===== src/rtl/irq_pkg.sv =====
// irq_arbiter shared constants: register offsets, FSM encoding, STATUS fields.
// Optional service watchdog is enabled with IRQ_TIMEOUT_EN.
package irq_pkg;

  localparam int ID_W = 3;

  localparam logic [1:0] OFF_MASK   = 2'd0;
  localparam logic [1:0] OFF_MODE   = 2'd1;
  localparam logic [1:0] OFF_PEND   = 2'd2;
  localparam logic [1:0] OFF_STATUS = 2'd3;

  localparam logic [1:0] ST_IDLE   = 2'd0;
  localparam logic [1:0] ST_ACTIVE = 2'd1;
  localparam logic [1:0] ST_GAP    = 2'd2;

  localparam int STAT_ACT = 31;
  localparam int STAT_ERR = 30;

endpackage


===== src/rtl/irq_prio_enc.sv =====
// Lowest-index-wins priority encoder for the request vector.
// Purely combinational; valid is low when no bit is set.
module irq_prio_enc
  import irq_pkg::*;
#(
  parameter int N = 6
) (
  input  logic [N-1:0]    req,
  output logic [ID_W-1:0] id,
  output logic            valid
);

  always_comb begin
    id    = '0;
    valid = 1'b0;
    for (int i = N - 1; i >= 0; i--) begin
      if (req[i]) begin
        id    = ID_W'(i);
        valid = 1'b1;
      end
    end
  end

endmodule


===== src/rtl/irq_arbiter.sv =====
// Memory-mapped interrupt arbiter: MASK/MODE/PEND/STATUS, one-hot hwint.
// Define IRQ_TIMEOUT_EN to add the service watchdog and sticky err bit.
module irq_arbiter
  import irq_pkg::*;
#(
  parameter int N_SRC   = 6,
  parameter int TIMEOUT = 1024
) (
  input  logic             clk,
  input  logic             reset,
  input  logic [N_SRC-1:0] src_irq,
  input  logic [31:0]      Addr,
  input  logic             WE,
  input  logic [31:0]      Din,
  output logic [31:0]      Dout,
  output logic [N_SRC-1:0] hwint
);

  logic [N_SRC-1:0] src_q;
  logic [N_SRC-1:0] src_qq;
  logic [N_SRC-1:0] pend_e;
  logic [N_SRC-1:0] pend_e_nxt;
  logic [N_SRC-1:0] mask;
  logic [N_SRC-1:0] mode;
  logic [N_SRC-1:0] pend;
  logic [N_SRC-1:0] req;
  logic [N_SRC-1:0] rise;
  logic [N_SRC-1:0] clr;
  logic [N_SRC-1:0] one;
  logic [N_SRC-1:0] cur_oh;

  logic [1:0]      state;
  logic [1:0]      reg_sel;
  logic [ID_W-1:0] cur_id;
  logic [ID_W-1:0] win_id;
  logic            win_vld;
  logic            err;
  logic            to_hit;

  logic wr_mask;
  logic wr_mode;
  logic wr_pend;
  logic wr_stat;
  logic eoi;
  logic done;

  assign reg_sel = Addr[3:2];
  assign wr_mask = WE && (reg_sel == OFF_MASK);
  assign wr_mode = WE && (reg_sel == OFF_MODE);
  assign wr_pend = WE && (reg_sel == OFF_PEND);
  assign wr_stat = WE && (reg_sel == OFF_STATUS);

  assign eoi  = wr_stat && (state == ST_ACTIVE);
  assign done = eoi || to_hit;

  assign one    = N_SRC'(1);
  assign cur_oh = one << cur_id;

  // Level bits track the synchroniser; edge bits are latched.
  assign pend = (mode & pend_e) | (~mode & src_q);
  assign req  = pend & mask;
  assign rise = src_q & ~src_qq;

  assign clr = ({N_SRC{wr_pend}} & Din[N_SRC-1:0])
             | ({N_SRC{done}} & cur_oh);

  // A new edge beats any clear in the same cycle.
  assign pend_e_nxt = ((pend_e & ~clr) | rise) & mode;

  irq_prio_enc #(
    .N (N_SRC)
  ) u_enc (
    .req   (req),
    .id    (win_id),
    .valid (win_vld)
  );

  always_ff @(posedge clk) begin
    if (reset) begin
      src_q  <= '0;
      src_qq <= '0;
      pend_e <= '0;
      mask   <= '0;
      mode   <= '0;
    end else begin
      src_q  <= src_irq;
      src_qq <= src_q;
      pend_e <= pend_e_nxt;
      if (wr_mask) mask <= Din[N_SRC-1:0];
      if (wr_mode) mode <= Din[N_SRC-1:0];
    end
  end

  always_ff @(posedge clk) begin
    if (reset) begin
      state  <= ST_IDLE;
      cur_id <= '0;
      hwint  <= '0;
    end else begin
      unique case (state)
        ST_IDLE: begin
          if (win_vld) begin
            cur_id <= win_id;
            hwint  <= one << win_id;
            state  <= ST_ACTIVE;
          end
        end
        ST_ACTIVE: begin
          if (done) begin
            hwint <= '0;
            state <= ST_GAP;
          end
        end
        ST_GAP:  state <= ST_IDLE;
        default: state <= ST_IDLE;
      endcase
    end
  end

`ifdef IRQ_TIMEOUT_EN
  logic [15:0] cnt;

  assign to_hit = (state == ST_ACTIVE) && !wr_stat
               && (cnt == 16'(TIMEOUT - 1));

  always_ff @(posedge clk) begin
    if (reset) begin
      cnt <= '0;
      err <= 1'b0;
    end else begin
      if (state != ST_ACTIVE || done) cnt <= '0;
      else                            cnt <= cnt + 16'd1;
      if (to_hit)
        err <= 1'b1;
      else if (wr_stat && Din[STAT_ERR])
        err <= 1'b0;
    end
  end
`else
  assign to_hit = 1'b0;
  assign err    = 1'b0;
`endif

  always_comb begin
    Dout = '0;
    unique case (reg_sel)
      OFF_MASK: Dout[N_SRC-1:0] = mask;
      OFF_MODE: Dout[N_SRC-1:0] = mode;
      OFF_PEND: Dout[N_SRC-1:0] = pend;
      default: begin
        Dout[STAT_ACT]   = (state == ST_ACTIVE);
        Dout[STAT_ERR]   = err;
        Dout[ID_W-1:0]   = cur_id;
      end
    endcase
  end

  logic unused_ok;
  assign unused_ok = ^{Addr[31:4], Addr[1:0], Din, 32'(TIMEOUT)};

endmodule


===== config.mk =====
export PLATFORM = sky130hd
export DESIGN_NAME = irq_arbiter
export DESIGN_NICKNAME = d
export VERILOG_FILES = /design/src/rtl/irq_pkg.sv /design/src/rtl/irq_prio_enc.sv /design/src/rtl/irq_arbiter.sv
export SDC_FILE = /design/constraint.sdc
export NUM_CORES = 1
export LEC_CHECK = 0
export BUFFER_PORTS_ARGS = -buffer_cell sky130_fd_sc_hd__buf_2
export CAP_MARGIN = 25
export CORE_MARGIN = 3
export CORE_UTILIZATION = 35
export CTS_CLUSTER_SIZE = 8
export DETAILED_ROUTE_END_ITERATION = 6
export PLACE_DENSITY_LB_ADDON = 0.3
export SYNTH_ARGS = -nofsm -noshare
export SYNTH_HDL_FRONTEND = slang
export SYNTH_SLANG_ARGS = --single-unit
export TNS_END_PERCENT = 5

===== constraint.sdc =====
create_clock -name clk -period 3.95 [get_ports clk]
set_clock_uncertainty 0.1 [all_clocks]
set_input_delay 0.1975 -clock clk [delete_from_list [all_inputs] [get_ports clk]]
set_output_delay 0.1975 -clock clk [all_outputs]
set_load 0.01 [all_outputs]

==> qor.yml <==
sta:
  max_freq_ghz: 0.499
  fin_crit_sh: 0.507
  whs_ps: 9.14
  setup_tns_ps: 0
  slew_headroom: 0.485
  min_period_ps: 2000
  hold_viol: 0
  tightestPinTransition_ps: 771
  drv_slew: 0
  grt_setup_unrepaired: "no"
  finalSetupViolations: 0
drt:
  wl_per_cell_microns: 13.3
  vias_per_cell: 4.95
  dr.first_iter.drc_count: 110
  met1_length_microns: 1980
  wl_met3_microns: 343
  totalWireLength_microns: 4340
  highest_layer: "met4"
  ant_nets: 0
  remaining_drc_errors: 0
  dr.pass1.iters: 5
  wl_met2_microns: 1950
  vias: 1614
floorplan:
  dieArea_sq_um: 6710
  start_util: 0.364
  num_rows: 27
  die_y_microns: 81.9
  fp.dieW_microns: 81.9
  ios: 111
  core-area_sq_um: 5540
cts:
  cts_root_buf: "clkbuf_8"
  cts.repair.resized: 0
  clk_latency_ps: 290
  numCtsBuffers: 5
  tritoncts: "built"
  clk_pin_slew_ps: 80
  cts_sinks: 41
  cts_hold_buf: 0
  h-tree-depth: 2
  post_cts_buffers: 0
  cts_buffer_depth: 2
job:
  drv_cap: 0
power:
  p_seq_frac: 0.503
  p_per_area_nw_per_um2: 387
  pwr-share-clk: 0.396
  p_sw_uw: 200
  swShare: 0.232
  p_int_uw: 664
  total_leakage_power_nw: 0.862
  power_uw: 865
  ir_drop_mv: 0.249
  combPwrFrac: 0.101
worst_setup_path:
  cp-start-kind: "flop"
  end_kind: "output pin"
  worst_ep_arrival_time_ps: 1710
  crit_type: "reg -> out"
  crit_path_max_fanout: 4
  cp.required_ps: 3650
finish:
  area_delta_synth_final_pct: 10.8
  layout_commonest_cell: "dfxtp_1"
  drive_above_1_share: 0.185
  stdcell_count: 326
  fin_area_sq_um: 2240
  num_antenna_cells: 0
  final_cell_mix: "41 x dfxtp_1, 29 x buf_2, 25 x conb_1, 20 x nand2_1, 19 x a21oi_1"
  layout.nets: 326
status:
  status: "complete, no violations"
place:
  place.gp.congestion: 0.747
  placed_area_sq_um: 2120
  place_inst: 318
  io_buffers: 29
  dp_hpwl_microns: 3080
synth:
  synth_top_area_cell: "dfxtp_1"
  synth.top_cell.area_share: 0.407
  ys.warnings.count: 0
  ys_seq_elements: 41
  synth_cells: 227
  synth_area_leaders: "dfxtp_1 41%, buf_4 9.3%, nor2b_1 5.0%"
  synth.yosys.seq_area_share: 0.407
  synth_area_sq_um: 2020
  avgSynthCellArea_sq_um: 8.89
  ys_types: 36
global_routing:
  antenna_found_initial: 0
  grt_max_degree: 42
  grt_pass1_vias: 1404
  grt_use_total: 0.133
  grt_pass1_wl_microns: 6790
  overflow: 0
hold_path:
  hold_path_class: "in -> reg"
per-layer routing:
layer,track usage,vias to the layer above
li1,-,801
met2,0.199,64
met4,0.0449,0
met1,0.182,744
met3,0.0406,5
met5,0,-
synth_stat cells (all sizes together):
cell and count:
nand3b 4, mux2 5, o22ai 3, conb 1, o22a 1, a22oi 4
dfxtp 41, a211o 1, nor2b 16, a31oi 2, a211oi 1, o32ai 1
a2bb2oi 1, clkbuf 8, mux4 3, a32oi 8, nand2b 3, inv 10
and3b 1, nor2 13, and2 5, a41o 1, or4b 2, nand2 21
a311o 1, nand3 10, nand4b 2, mux2i 4, nor3 4, buf 26
nor3b 4, and4b 1, a21oi 19
worst max-delay path, stage by stage, from the launching register on:
cell and delay, ps:
dfxtp_1 380, mux2_2 390, mux4_2 490, buf_2 160
cell type report:
type | count | area [sq um]
well taps | 72 | 90.1
inverters | 10 | 37.5
flip-flops and latches | 41 | 821
repair buffers | 29 | 145
fillers | 577 | 3300
clock buffers | 7 | 86.3
multi-input cells | 166 | 1030
clock inverters | 1 | 30.0
power groups by stage:
stage	combinational, mW	clock, mW	sequential (mW)
global route	0.0979	0.373	0.437
finish	0.0877	0.342	0.435
floorplan	0.0807	0	0.442
CTS	0.0877	0.352	0.435
detailed placement	0.0873	0	0.444
global placement	0.0873	0	0.444
logic make-up (layout without fill, tap and decap cells):
logic type / after synthesis / after routing / share of synthesized area
other: 1 / 25 / 0.00186
buffers and inverters: 44 / 47 / 0.129
DFF: 41 / 41 / 0.407
muxes: 12 / 12 / 0.0812
AOI/OAI and AO/OA: 43 / 43 / 0.143
and+or+nand+nor: 86 / 86 / 0.238
state kept, by name, summed over array words and instances, names as in the netlist:
name / cells
cur_id: 3
hwint: 6
mask: 6
mode: 6
pend_e: 6
src_q: 6
src_qq: 6
state: 2
per-stage QoR:
| stage | setup WS (ps) | utilization |
|---|---|---|
| after floorplan | 2240 | - |
| after global placement | 1980 | 0.383 |
| after detailed placement | 1970 | 0.383 |
| after CTS | 1940 | 0.404 |
| after global routing | 1880 | 0.404 |
| final | 1950 | 0.404 |
path summary, 6_finish.rpt:
| path | startpoint | end | slack [ps] | cells after the start |
|---|---|---|---|---|
| hold reg to reg | hwint[2] | hwint[2] | 350 | 2 |
| setup / recovery | mode[2] | Dout[2] | 1950 | 3 |
| hold / removal | src_irq[4] | src_q[4] | 9 | 2 |
| setup reg to reg | state[0] | pend_e[4] | 2060 | 5 |
(Power assumes the default switching activity.)
